## src/rtl/imgram_fill_arbiter_pkg.sv

```systemverilog
// Shared definitions for the imgram port-A arbiter and its rectangle-fill engine.
// Holds the fill FSM state encoding and the default screen geometry.
package imgram_fill_arbiter_pkg;

    localparam int IMG_ADDR_W    = 19;
    localparam int PIX_W         = 8;
    localparam int FILL_DIM_W    = 10;
    localparam int SCREEN_STRIDE = 640;

    typedef enum logic [1:0] {
        FILL_IDLE = 2'd0,
        FILL_RUN  = 2'd1,
        FILL_DONE = 2'd2
    } fill_state_e;

endpackage

```

## src/rtl/imgram_fill_arbiter_if.sv

```systemverilog
// imgram port bundle: the processor-side access (req/addr/data/wren/q) and the
// port-A memory side (addr/data/wren/q).
// Modports:
//   master - the arbiter: consumes processor requests and mem_q, drives proc_q and mem_*
//   slave  - the environment: drives processor requests and mem_q, observes the rest
interface imgram_fill_arbiter_if
    import imgram_fill_arbiter_pkg::*;
#(
    parameter int ADDR_W = IMG_ADDR_W,
    parameter int DATA_W = PIX_W
) ();

    logic              proc_req;
    logic [ADDR_W-1:0] proc_addr;
    logic [DATA_W-1:0] proc_data;
    logic              proc_wren;
    logic [DATA_W-1:0] proc_q;
    logic [ADDR_W-1:0] mem_addr;
    logic [DATA_W-1:0] mem_data;
    logic              mem_wren;
    logic [DATA_W-1:0] mem_q;

    modport master (
        input  proc_req, proc_addr, proc_data, proc_wren, mem_q,
        output proc_q, mem_addr, mem_data, mem_wren
    );

    modport slave (
        output proc_req, proc_addr, proc_data, proc_wren, mem_q,
        input  proc_q, mem_addr, mem_data, mem_wren
    );

endinterface

```

## src/rtl/imgram_fill_arbiter_fill_addr_gen.sv

```systemverilog
// Rectangle walker for the fill engine: column/row counters, row-base accumulator,
// last-pixel flag and the advance enable (engine running and port free).
// Ports:
//   clock, reset      - clock and synchronous active-high reset
//   load              - accepted start: latch base/w/h and rewind to pixel (0,0)
//   base, w, h        - rectangle origin address and dimensions
//   run, stall, abort - engine in fill state / processor owns the port / abort request
//   adv               - a pixel is written this cycle
//   addr              - address of the current pixel (row_base + col, modulo 2^ADDR_W)
//   last              - current pixel is the bottom-right one
module fill_addr_gen
    import imgram_fill_arbiter_pkg::*;
#(
    parameter int ADDR_W = IMG_ADDR_W,
    parameter int DIM_W  = FILL_DIM_W,
    parameter int STRIDE = SCREEN_STRIDE
) (
    input  logic              clock,
    input  logic              reset,
    input  logic              load,
    input  logic [ADDR_W-1:0] base,
    input  logic [DIM_W-1:0]  w,
    input  logic [DIM_W-1:0]  h,
    input  logic              run,
    input  logic              stall,
    input  logic              abort,
    output logic              adv,
    output logic [ADDR_W-1:0] addr,
    output logic              last
);

    logic [DIM_W-1:0]  col_r;
    logic [DIM_W-1:0]  row_r;
    logic [DIM_W-1:0]  w_r;
    logic [DIM_W-1:0]  h_r;
    logic [ADDR_W-1:0] row_base_r;
    logic              col_end_s;

    // Abort suppresses the write in its own cycle, so it also blocks the advance.
    assign adv       = run & ~stall & ~abort;
    assign col_end_s = (col_r == (w_r - DIM_W'(1)));
    assign last      = col_end_s & (row_r == (h_r - DIM_W'(1)));
    assign addr      = row_base_r + ADDR_W'(col_r);

    // Counter/accumulator state: rewound on load, stepped on each written pixel.
    always_ff @(posedge clock) begin
        if (reset) begin
            col_r      <= '0;
            row_r      <= '0;
            w_r        <= '0;
            h_r        <= '0;
            row_base_r <= '0;
        end else if (load) begin
            col_r      <= '0;
            row_r      <= '0;
            w_r        <= w;
            h_r        <= h;
            row_base_r <= base;
        end else if (adv) begin
            if (col_end_s) begin
                col_r      <= '0;
                row_r      <= row_r + DIM_W'(1);
                row_base_r <= row_base_r + ADDR_W'(STRIDE);
            end else begin
                col_r      <= col_r + DIM_W'(1);
            end
        end else begin
            col_r      <= col_r;
            row_r      <= row_r;
            row_base_r <= row_base_r;
        end
    end

endmodule

```

## src/rtl/imgram_fill_arbiter.sv

```systemverilog
// Owns imgram port A and shares it between the processor and a rectangle-fill engine.
// The processor always wins the port; the engine writes only in cycles with proc_req=0.
// Ports:
//   clock, reset                  - clock and synchronous active-high reset
//   bus (master)                  - processor access in, port-A memory signals out
//   fill_start, fill_abort        - start pulse (accepted only when idle) / stop active fill
//   fill_base, fill_w, fill_h     - rectangle origin and size, sampled on accepted start
//   fill_color                    - pixel value written, sampled on accepted start
//   fill_busy, fill_done          - engine active / one-cycle completion pulse
//   fill_grant                    - engine writes the port this cycle
module imgram_fill_arbiter
    import imgram_fill_arbiter_pkg::*;
#(
    parameter int ADDR_W = IMG_ADDR_W,
    parameter int DATA_W = PIX_W,
    parameter int DIM_W  = FILL_DIM_W,
    parameter int STRIDE = SCREEN_STRIDE
) (
    input  logic                 clock,
    input  logic                 reset,
    imgram_fill_arbiter_if.master bus,
    input  logic                 fill_start,
    input  logic                 fill_abort,
    input  logic [ADDR_W-1:0]    fill_base,
    input  logic [DIM_W-1:0]     fill_w,
    input  logic [DIM_W-1:0]     fill_h,
    input  logic [DATA_W-1:0]    fill_color,
    output logic                 fill_busy,
    output logic                 fill_done,
    output logic                 fill_grant
);

    fill_state_e       state_r;
    fill_state_e       state_s;
    logic [DATA_W-1:0] color_r;
    logic              busy_r;
    logic              done_r;
    logic              load_s;
    logic              adv_s;
    logic              last_s;
    logic [ADDR_W-1:0] pix_addr_s;

    assign load_s    = (state_r == FILL_IDLE) & fill_start;
    assign fill_busy = busy_r;
    assign fill_done = done_r;
    assign bus.proc_q = bus.mem_q;

    fill_addr_gen #(
        .ADDR_W (ADDR_W),
        .DIM_W  (DIM_W),
        .STRIDE (STRIDE)
    ) u_addr_gen (
        .clock (clock),
        .reset (reset),
        .load  (load_s),
        .base  (fill_base),
        .w     (fill_w),
        .h     (fill_h),
        .run   (state_r == FILL_RUN),
        .stall (bus.proc_req),
        .abort (fill_abort),
        .adv   (adv_s),
        .addr  (pix_addr_s),
        .last  (last_s)
    );

    // State register; busy/done are registered decodes of the next state.
    always_ff @(posedge clock) begin
        if (reset) begin
            state_r <= FILL_IDLE;
            busy_r  <= 1'b0;
            done_r  <= 1'b0;
            color_r <= '0;
        end else begin
            state_r <= state_s;
            busy_r  <= (state_s != FILL_IDLE);
            done_r  <= (state_s == FILL_DONE);
            if (load_s) begin
                color_r <= fill_color;
            end else begin
                color_r <= color_r;
            end
        end
    end

    // Next-state logic; abort only matters while filling.
    always_comb begin
        state_s = state_r;
        case (state_r)
            FILL_IDLE: begin
                if (fill_start) begin
                    if ((fill_w == '0) || (fill_h == '0)) begin
                        state_s = FILL_DONE;
                    end else begin
                        state_s = FILL_RUN;
                    end
                end else begin
                    state_s = FILL_IDLE;
                end
            end
            FILL_RUN: begin
                if (fill_abort) begin
                    state_s = FILL_IDLE;
                end else if (adv_s && last_s) begin
                    state_s = FILL_DONE;
                end else begin
                    state_s = FILL_RUN;
                end
            end
            FILL_DONE: state_s = FILL_IDLE;
            default:   state_s = FILL_IDLE;
        endcase
    end

    // Port-A mux: memory is clocked on the opposite edge, so this path stays combinational.
    always_comb begin
        bus.mem_addr = bus.proc_addr;
        bus.mem_data = bus.proc_data;
        bus.mem_wren = bus.proc_wren & bus.proc_req;
        fill_grant   = 1'b0;
        if (adv_s) begin
            bus.mem_addr = pix_addr_s;
            bus.mem_data = color_r;
            bus.mem_wren = 1'b1;
            fill_grant   = 1'b1;
        end else begin
            fill_grant   = 1'b0;
        end
    end

endmodule

```

## src/flat_wrapper.sv

```systemverilog
// flat-port wrapper written by rule: the top's interface ports become plain ports
module imgram_fill_arbiter_flat import imgram_fill_arbiter_pkg::*;
#(
    parameter int ADDR_W = IMG_ADDR_W,
    parameter int DATA_W = PIX_W,
    parameter int DIM_W  = FILL_DIM_W,
    parameter int STRIDE = SCREEN_STRIDE
)
  (clock, reset, fill_start, fill_abort, fill_base, fill_w, fill_h, fill_color, fill_busy, fill_done, fill_grant, bus_proc_req, bus_proc_addr, bus_proc_data, bus_proc_wren, bus_mem_q, bus_proc_q, bus_mem_addr, bus_mem_data, bus_mem_wren);
  imgram_fill_arbiter_if #(.ADDR_W(ADDR_W), .DATA_W(DATA_W)) bus_i ();
  input  logic clock;
  input  logic reset;
  input  logic fill_start;
  input  logic fill_abort;
  input  logic [ADDR_W-1:0] fill_base;
  input  logic [DIM_W-1:0] fill_w;
  input  logic [DIM_W-1:0] fill_h;
  input  logic [DATA_W-1:0] fill_color;
  output logic fill_busy;
  output logic fill_done;
  output logic fill_grant;
  input wire logic [$bits(bus_i.proc_req)-1:0] bus_proc_req;
  input wire logic [$bits(bus_i.proc_addr)-1:0] bus_proc_addr;
  input wire logic [$bits(bus_i.proc_data)-1:0] bus_proc_data;
  input wire logic [$bits(bus_i.proc_wren)-1:0] bus_proc_wren;
  input wire logic [$bits(bus_i.mem_q)-1:0] bus_mem_q;
  output wire logic [$bits(bus_i.proc_q)-1:0] bus_proc_q;
  output wire logic [$bits(bus_i.mem_addr)-1:0] bus_mem_addr;
  output wire logic [$bits(bus_i.mem_data)-1:0] bus_mem_data;
  output wire logic [$bits(bus_i.mem_wren)-1:0] bus_mem_wren;
  assign bus_i.proc_req = bus_proc_req;
  assign bus_i.proc_addr = bus_proc_addr;
  assign bus_i.proc_data = bus_proc_data;
  assign bus_i.proc_wren = bus_proc_wren;
  assign bus_i.mem_q = bus_mem_q;
  assign bus_proc_q = bus_i.proc_q;
  assign bus_mem_addr = bus_i.mem_addr;
  assign bus_mem_data = bus_i.mem_data;
  assign bus_mem_wren = bus_i.mem_wren;
  imgram_fill_arbiter #(.ADDR_W(ADDR_W), .DATA_W(DATA_W), .DIM_W(DIM_W), .STRIDE(STRIDE)) u_core (.clock(clock), .reset(reset), .bus(bus_i), .fill_start(fill_start), .fill_abort(fill_abort), .fill_base(fill_base), .fill_w(fill_w), .fill_h(fill_h), .fill_color(fill_color), .fill_busy(fill_busy), .fill_done(fill_done), .fill_grant(fill_grant));
endmodule
```

## config.mk

```make
export PLATFORM = sky130hd
export DESIGN_NAME = imgram_fill_arbiter_flat
export DESIGN_NICKNAME = d
export VERILOG_FILES = /design/src/rtl/imgram_fill_arbiter_pkg.sv /design/src/rtl/imgram_fill_arbiter_if.sv /design/src/rtl/imgram_fill_arbiter_fill_addr_gen.sv /design/src/rtl/imgram_fill_arbiter.sv /design/src/flat_wrapper.sv
export SDC_FILE = /design/constraint.sdc
export NUM_CORES = 1
export LEC_CHECK = 0
export CORE_MARGIN = 2
export CORE_UTILIZATION = 34
export CTS_CLUSTER_SIZE = 25
export DETAILED_ROUTE_END_ITERATION = 12
export PLACE_DENSITY_LB_ADDON = 0.25
export SLEW_MARGIN = 10
export SYNTH_ARGS = -nofsm -noshare
export SYNTH_HDL_FRONTEND = slang
export SYNTH_SLANG_ARGS = --single-unit
```

## constraint.sdc

```tcl
create_clock -name clock -period 7.3 [get_ports clock]
set_input_delay 1.46 -clock clock [delete_from_list [all_inputs] [get_ports clock]]
set_output_delay 1.46 -clock clock [all_outputs]
set_load 0.01 [all_outputs]
```

# --- Word-level counts from Yosys, hierarchy flattened ---
# Cells that the tools add are included.
classes:
  muxes: 13
  shift: 0
  n_div: 0
  n_eq_ne: 4
  multipliers: 0
  magnitude_cmp: 0
  add_sub_neg: 6
  reduce_logical: 11
  bitwise_logic: 7
op_table:
  columns: ["op", "count"]
  rows:
  - ["two-way mux 19 bit", 4]
  - ["adder 10 x 1 -> 10 bit, second input constant", 2]
  - ["== test 10 bit", 2]
  - ["logical NOT 10 bit", 2]
  - ["subtractor 10 x 1 -> 10 bit, second input constant", 2]
  - ["adder 19 x 10 -> 19 bit", 1]
  - ["adder 19 x 10 -> 19 bit, second input constant", 1]
  - ["two-way mux 10 bit", 1]
  - ["two-way mux 2 bit", 4]
  - ["two-way mux 8 bit", 1]
  - ["nonzero test 2 bit", 3]
  - ["AND 1 bit", 5]
  - ["case mux 2 bit (2 select lines)", 1]
  - ["AND reduction 2 bit", 2]
  - ["== test 2 x 1 -> 1 bit, second input constant", 1]
  - ["== test 2 bit, second input constant", 1]
  - ["logical NOT 2 bit", 1]
  - ["two-way mux 1 bit", 2]
  - ["NOT 1 bit", 2]
  - ["OR reduction 2 bit", 1]
  - ["logical AND 1 bit", 1]
  - ["logical OR 1 bit", 1]
totals:
  reg_bits: 71
  word_cells: 50
  ramBits: 0
  rom_bits: 0
  input_bits: 88
  n_memories: 0
  latch_bits: 0
  out_inout_bits: 39

# --- Depth between registers and ports, before layout ---
# Gate-level depths: netlist (run 1).
logic_depth:
  word_depth: 8
  depth_mapped: 11
  depth_no_buf: 10

# --- Cells and area by module ---
# Synthesis (run 1) repeated with hierarchy kept, for this count alone.
unflattened:
  cells_unflattened: 545
  hier_area_um2: 4583.1
modules_own_cells:
  columns: ["module", "seq_area_each_um2", "area_each_um2", "cells_per_inst", "n_inst"]
  rows:
  - ["fill_addr_gen", 1181.1, 3696.0, 449, 1]
  - ["imgram_fill_arbiter", 240.2, 887.1, 96, 1]

# --- Worst setup path after synthesis (run 1) ---
# Ideal clock, no wire load.
synth_timing:
  path_kind: "input to output"
  startpoint: "input port fill_abort"
  endpoint: "output port bus_mem_addr[17]"
  t_arrival_ns: 2.668
  path_slack_ns: 3.172
  stages: 5
  path_cell_list: "nand2b_1 or3_1 clkbuf_1 clkbuf_1 o21ai_0"
synth_via:
  elab_chain_cells: 3
synth_lines:
  columns: ["element", "line", "rtl"]
  rows:
  - ["start, declared", "flat_wrapper.sv:14", "input logic fill_abort;"]
  - ["NOT 1 bit", "imgram_fill_arbiter_fill_addr_gen.sv:40", "assign adv = run & ~stall & ~abort;"]
  - ["AND 1 bit", "imgram_fill_arbiter_fill_addr_gen.sv:40", null]
  - ["two-way mux 19 bit", "imgram_fill_arbiter.sv:121", "if (adv_s) begin"]
  - ["end, declared", "flat_wrapper.sv:28", "output wire logic [$bits(bus_i.mem_addr)-1:0] bus_mem_addr;"]
# Every way passes these cells.

# --- Worst setup path after layout (run 1) ---
layout_timing:
  startpoint: "input port fill_abort"
  endpoint: "output port bus_mem_data[4]"
layout_via:
  elab_chain_cells: 3
layout_lines:
  columns: ["element", "line", "rtl"]
  rows:
  - ["NOT 1 bit", "imgram_fill_arbiter_fill_addr_gen.sv:40", null]
  - ["AND 1 bit", "imgram_fill_arbiter_fill_addr_gen.sv:40", null]
  - ["two-way mux 8 bit", "imgram_fill_arbiter.sv:121", null]
  - ["end, declared", "flat_wrapper.sv:29", "output wire logic [$bits(bus_i.mem_data)-1:0] bus_mem_data;"]
# Every way passes these cells.

==> key figures, run 1 <==
Run status
  – Status: completed

STA
  – Max_slew headroom: 25.9%
  – Setup ws final: 1.88 ns
  – Period minus WS final: 5.42 ns
  – Slew @ Worst Pin: 1.11 ns
  – Final Hold Fails: 0
  – Hold_ws: 0.455 ns
  – Pins Over Slew Limit: 0
  – Setup TNS: 0 ns
  – Clk_skew: around 0.0050 ns
  – Final setup viols: 0
  – Fmax: 0.185 GHz
  – RSZ-0062 raised after global routing: false
  – Ratio of final minimum period to clock period: 74.2%

Floorplan
  – CORE AREA: 0.0131 mm2
  – Starting Density: 34.4%
  – Ports: around 130
  – Chip height: around 120 um
  – # rows: 42
  – Die W: 119 um
  – DIE AREA: 0.0142 mm2

Setup path
  – CP Max Fanout: 49
  – R2R Path Start: u_core.state_r[1]
  – Critical Path Source Type: input pin
  – CP arrival: 3.96 ns
  – FF-to-FF setup slack: 3.86 ns
  – R2R depth: 9
  – Reg2reg end: u_core.state_r[0]
  – Worst Path Required: 5.84 ns
  – Endpoint class of the critical path: primary output
  – Crit path kind: in -> out

Synthesis
  – Yosys top cell area share: 31.4%
  – Count leader, synth: nand2_1
  – Ys async rst share: 0%
  – Post-synth EDFFs: 0
  – Synth Instances: 615
  – Top FF cell, synth: dfxtp_1
  – Synthesized area: 0.00452 mm2
  – Synth area leader: dfxtp_1
  – Most frequent cells after synthesis: 147 x nand2_1, 71 x dfxtp_1, 44 x a21oi_1
  – Top cells by area, synth: dfxtp_1 31%, nand2_1 12%, xor2_1 5.2%
  – Synth unique cells: 52
  – Synth warn: 0
  – Syn Nets: just over 700
  – Flops & latches, synth: 71
  – Seq/Total Area, Yosys: 31.4%
  – Syn avg cell area: 7.35 um2

Drt
  – WL final: 12,800 um
  – First-pass DRT Iterations: 5
  – Drt via density: 5.13
  – Post-DR wirelength/cell: 14.6 um
  – Post-route ant nets: 0
  – Drc violations: 0
  – DR iter-0 viols: 177
  – Vias: roughly 4,500

Global routing
  – Largest net degree at the start of global routing: 62
  – GRT Overall Usage: 18.0%
  – First-pass GRT wire length: 21,100 um
  – Grt total ovfl: 0
  – Initial antenna violation count: 0
  – Vias in the first global route: 4,442

Place
  – DP HPWL: 9330 um
  – Port Buffer Count: 110
  – RD Place Congestion: 0.872
  – Dpl ws: roughly 1.8 ns

Clocking
  – Hold buffers post-CTS: 0
  – Sink Count: 71
  – Postcts setup bufs: 0
  – CTS Buffer Depth: 2
  – TritonCTS Buffers: 9
  – H-tree depth: 3
  – CTS tree: done
  – Post-cts repair resize count: 0
  – Worst-path clk slew: 0.06 ns
  – CTS root buffer: clkbuf_16
  – Clk_lat worst skew: 0.33 ns

Pwr
  – Power density over the cells: 186 mW/mm2
  – VDD IR max: 0.0966 mV
  – Leakage: 2.24 nW

Cells and area
  – ANT cells: 0
  – Final Core Density: 45.6%
  – Layout cells sized above 1: 3.84%
  – Fin nets: 803
  – Area growth syn-to-layout: 32.6%
  – # fillers: roughly 1,300
  – Register Area: 0.00142 mm2
  – Multi-input logic area: about 0.0029 mm2

Hold path
  – Worst hold path class: reg -> reg
  – HP Start: u_core.color_r[3]
  – Hold Path Sink: u_core.color_r[3]
  – WHS Path Cells: 2

Job
  – Max-cap violations: 0
[cells in the final DEF (no fill, tap or decap), types with 9 or more instances in the layout]
cell	n
clkdlybuf4s50_1	109
dfxtp_1	71
nor4_1	23
clkbuf_16	9
nor3_1	31
or3_1	9
ha_1	15
xor2_1	27
inv_1	10
a21oi_1	44
nand2_1	147
nor2_1	33
xnor2_1	26
o21ai_0	30
nand3_1	21
[per-layer routing]
layer	vias to the layer above	global-route usage, %	wire length, um
met5	-	0	0
met4	0	6.32	253
met3	19	3.40	611
met2	112	31.0	6180
met1	2073	22.6	5800
li1	2309	-	-
[power by group]
| group | switching, mW | leakage (nW) | internal (mW) |
|---|---|---|---|
| sequential | 0.0221 | 0.581 | 0.406 |
| combinational | 0.103 | 1.50 | 0.109 |
| clock | 0.173 | 0.160 | 0.300 |
[logic make-up (layout without fill, tap and decap cells)]
kind of cell | count (synthesis) | after routing | share of synthesized area, %
xor gates and xnor gates | 53 | 53 | 10.3
AOI/OAI and AO/OA | 111 | 111 | 14.6
and+or+nand+nor | 306 | 306 | 32.3
muxes | 7 | 7 | 1.55
DFF | 71 | 71 | 31.4
adders and majority gates | 16 | 16 | 4.59
buffers and inverters | 51 | 140 | 5.23
[critical path, cell delays in order]
cell and delay [ns]:
clkdlybuf4s50_1 0.45, nand2b_1 0.13, or3_1 0.11, buf_4 0.39, clkinv_1 0.63, nand2_1 0.24
nand2_1 0.06, clkdlybuf4s50_1 0.48
[state kept, by name, indices dropped and copies added (netlist names)]
name and cells:
u_core.u_addr_gen.row_base_r 19, u_core.u_addr_gen.col_r 10, u_core.u_addr_gen.h_r 10, u_core.u_addr_gen.row_r 10, u_core.u_addr_gen.w_r 10, u_core.color_r 8
u_core.state_r 2, u_core.fill_busy 1, u_core.fill_done 1
[worst max-delay path by stage]
stage / startpoint / to
6_report: fill_abort / bus_mem_data[4]
5_1_grt: fill_abort / bus_mem_data[2]
4_1_cts: fill_abort / bus_mem_data[7]
3_5_place_dp: fill_abort / bus_mem_data[7]
3_3_place_gp: fill_abort / bus_mem_data[6]
2_1_floorplan: fill_abort / bus_mem_addr[17]
[area by class of cell]
class                           instances  share of cell area [%]
Inverter                               11                   0.689
Tap cell                              176                    3.67
Multi-Input combinational cell        493                    47.9
Clock buffer                            9                    3.76
Timing Repair Buffer                  113                    18.7
Sequential cell                        71                    23.7
Clock inverter                          7                    1.61
[stage by stage]
stage / cells / instance area (um2) / total power, mW
2_1_floorplan: 615 / 4520 / 0.559
3_3_place_gp: 864 / 5670 / 0.645
3_5_place_dp: 864 / 5670 / 0.650
4_1_cts: 880 / 5990 / 1.13
5_1_grt: 880 / 5990 / 1.16
6_report: 880 / 5990 / 1.11
Note: power is estimated with default switching activity, not from simulation.
==> run 2: changes to the inputs <==
clock period = 5.7 ns   (was 7.3 ns; I/O delays follow)
==> run 2 against run 1 <==
Effect of this change:
- sequential cell count unchanged
- first-iteration DRC count unchanged
- hold slack better by 0.0027 ns
==> key figures, run 2 (same netlist as run 1, synthesis figures left out) <==
Floorplan
  – Starting Density: 34.4% (unchanged)
  – Ports: 127 (unchanged)
  – CORE AREA: 0.0131 mm2 (unchanged)
  – Chip height: 119 um (unchanged)
  – # rows: 42 (unchanged)
  – Die W: 119 um (unchanged)
  – DIE AREA: 0.0142 mm2 (unchanged)

Pwr
  – Power Total: 1.49 mW (was 1.11 mW)
  – Cell Int Power: 1.11 mW (was 0.816 mW)
  – Power density over the cells: 246 mW/mm2 (was 186 mW/mm2)
  – Leakage: 2.26 nW (was 2.24 nW)
  – VDD IR max: 0.111 mV (was 0.0966 mV)
  – Psw: 0.374 mW (was 0.299 mW)
  – Clock power share: 44.7% (was 42.5%)
  – Combinational Power Share: 18.4% (was 19.1%)
  – Switching share of power: 25.1% (was 26.8%)
  – Flop pwr share: 36.9% (was 38.4%)

Clocking
  – TritonCTS Buffers: 9 (unchanged)
  – Clk_lat worst skew: 0.33 ns (about the same)
  – CTS Buffer Depth: 2 (unchanged)
  – Worst-path clk slew: 0.06 ns (about the same)
  – Sink Count: 71 (unchanged)
  – CTS root buffer: clkbuf_16 (unchanged)
  – Postcts setup bufs: 0 (unchanged)
  – Post-cts repair resize count: 0 (unchanged)
  – CTS tree: done (unchanged)
  – Hold buffers post-CTS: 0 (unchanged)
  – H-tree depth: 3 (unchanged)

Drt
  – DR iter-0 viols: 177 (unchanged)
  – Drc violations: 0 (unchanged)
  – Drt via density: 5.08 (was 5.13)
  – First-pass DRT Iterations: 4 (was 5)
  – Post-DR wirelength/cell: 14.5 um (was 14.6 um)
  – Post-route ant nets: 0 (unchanged)
  – Vias: 4,474 (was 4,513)
  – WL final: 12,800 um (about the same)

Hold path
  – Worst hold path class: reg -> reg (unchanged)
  – Hold Path Sink: u_core.color_r[6] (was u_core.color_r[3])
  – WHS Path Cells: 2 (unchanged)
  – HP Start: u_core.color_r[6] (was u_core.color_r[3])

Setup path
  – R2R Path Start: u_core.state_r[1] (unchanged)
  – Reg2reg end: u_core.state_r[0] (unchanged)
  – R2R depth: 9 (unchanged)
  – CP Max Fanout: 49 (unchanged)
  – Endpoint class of the critical path: primary output (unchanged)
  – CP arrival: 3.62 ns (was 3.96 ns)
  – Critical Path Source Type: input pin (unchanged)
  – Crit path kind: in -> out (unchanged)
  – FF-to-FF setup slack: 2.35 ns (was 3.86 ns)
  – Worst Path Required: 4.56 ns (was 5.84 ns)

STA
  – Fmax: 0.210 GHz
  – Period minus WS final: 4.76 ns
  – Setup TNS: 0 ns (unchanged)
  – Final Hold Fails: 0 (unchanged)
  – Pins Over Slew Limit: 0 (unchanged)
  – Clk_skew: 0.00904 ns (was 0.00501 ns)
  – Final setup viols: 0 (unchanged)
  – RSZ-0062 raised after global routing: false (unchanged)
  – Setup ws final: 0.939 ns (was 1.88 ns)
  – Hold_ws: 0.457 ns (was 0.455 ns)
  – Slew @ Worst Pin: 0.778 ns (was 1.11 ns)
  – Ratio of final minimum period to clock period: 83.5%
  – Max_slew headroom: 48.0% (was 25.9%)

Global routing
  – First-pass GRT wire length: 20,900 um (was 21,100 um)
  – Initial antenna violation count: 0 (unchanged)
  – Grt total ovfl: 0 (unchanged)
  – Largest net degree at the start of global routing: 62 (unchanged)
  – Vias in the first global route: 4,314 (was 4,442)
  – GRT Overall Usage: 18.1% (was 18.0%)

Cells and area
  – ANT cells: 0 (unchanged)
  – Layout cells sized above 1: 3.97% (was 3.84%)
  – Largest register FFs: 19 (unchanged)
  – Leading cell type in the layout, fill and taps excluded: nand2_1 (unchanged)
  – Fin nets: 804 (was 803)
  – Multi-input logic area: 0.00287 mm2 (unchanged)
  – Most frequent cells in the layout: 147 x nand2_1, 109 x clkdlybuf4s50_1, 71 x dfxtp_1 (unchanged)
  – Most flops, register: u_core.u_addr_gen.row_base_r (unchanged)
  – Area growth syn-to-layout: 33.5% (was 32.6%)
  – Register Area: 0.00142 mm2 (unchanged)
  – Final Core Density: 45.9% (was 45.6%)
  – # fillers: 1,329 (was 1,344)

Place
  – Dpl ws: 0.885 ns (was 1.84 ns)
  – DP HPWL: 9390 um (was 9330 um)
  – Port Buffer Count: 110 (unchanged)
  – RD Place Congestion: 0.882 (was 0.872)

Run status
  – Status: completed (unchanged)

Job
  – Max-cap violations: 0 (unchanged)
## run 2: cell count changes in the layout (fill, tap and decap cells not counted)
cell / previous run / this run
clkinv_4: 2 / 1
bufinv_16: 2 / 3
clkinv_2: 2 / 1
clkbuf_8: 0 / 2
inv_6: 1 / 0
buf_4: 3 / 4
## run 2: power by group through the flow
stage | clock [mW] | combinational (mW) | sequential [mW]
floorplan | 0 | 0.167 | 0.549
global placement | 0 | 0.269 | 0.558
detailed placement | 0 | 0.275 | 0.559
CTS | 0.678 | 0.276 | 0.548
global route | 0.699 | 0.301 | 0.552
finish | 0.664 | 0.274 | 0.549
## run 2: routing by layer
layer / global-route usage (%) / vias to the layer above / wire (um)
met5: 0 / - / 0
met4: 5.37 / 0 / 151
met3: 3.50 / 12 / 565
met2: 31.1 / 96 / 6260
met1: 23.0 / 2060 / 5780
li1: - / 2306 / -
## run 2: worst max-delay path, stage by stage
cell and delay (ns):
clkdlybuf4s50_1 0.45, nand2b_1 0.13, or3_1 0.11, buf_4 0.40, clkinv_1 0.61, nand2_1 0.21, nand2_1 0.08, clkdlybuf4s50_1 0.49
## run 2: through the flow
step,cells,cell area (um2)
floorplan,615,4520
global placement,865,5680
detailed placement,865,5680
CTS,881,6040
global route,881,6040
finish,881,6040
## run 2: worst max-delay path by stage
stage                        to        from  slack [ns]  cells after the start
2_1_floorplan  bus_mem_addr[17]  fill_abort        2.21                      5
3_3_place_gp    bus_mem_data[6]  fill_abort        0.91                      8
3_5_place_dp    bus_mem_data[7]  fill_abort        0.88                      8
4_1_cts         bus_mem_data[7]  fill_abort        0.87                      8
5_1_grt         bus_mem_data[7]  fill_abort        0.71                      8
6_report        bus_mem_data[6]  fill_abort        0.94                      8
## run 2: area by class of cell
cell class | count | share of cell area [%]
clock buffers | 11 | 4.19
repair buffers | 114 | 18.7
multi-input cells | 493 | 47.6
clock inverters | 5 | 1.72
well taps | 176 | 3.65
inverters | 11 | 0.684
flip-flops and latches | 71 | 23.5
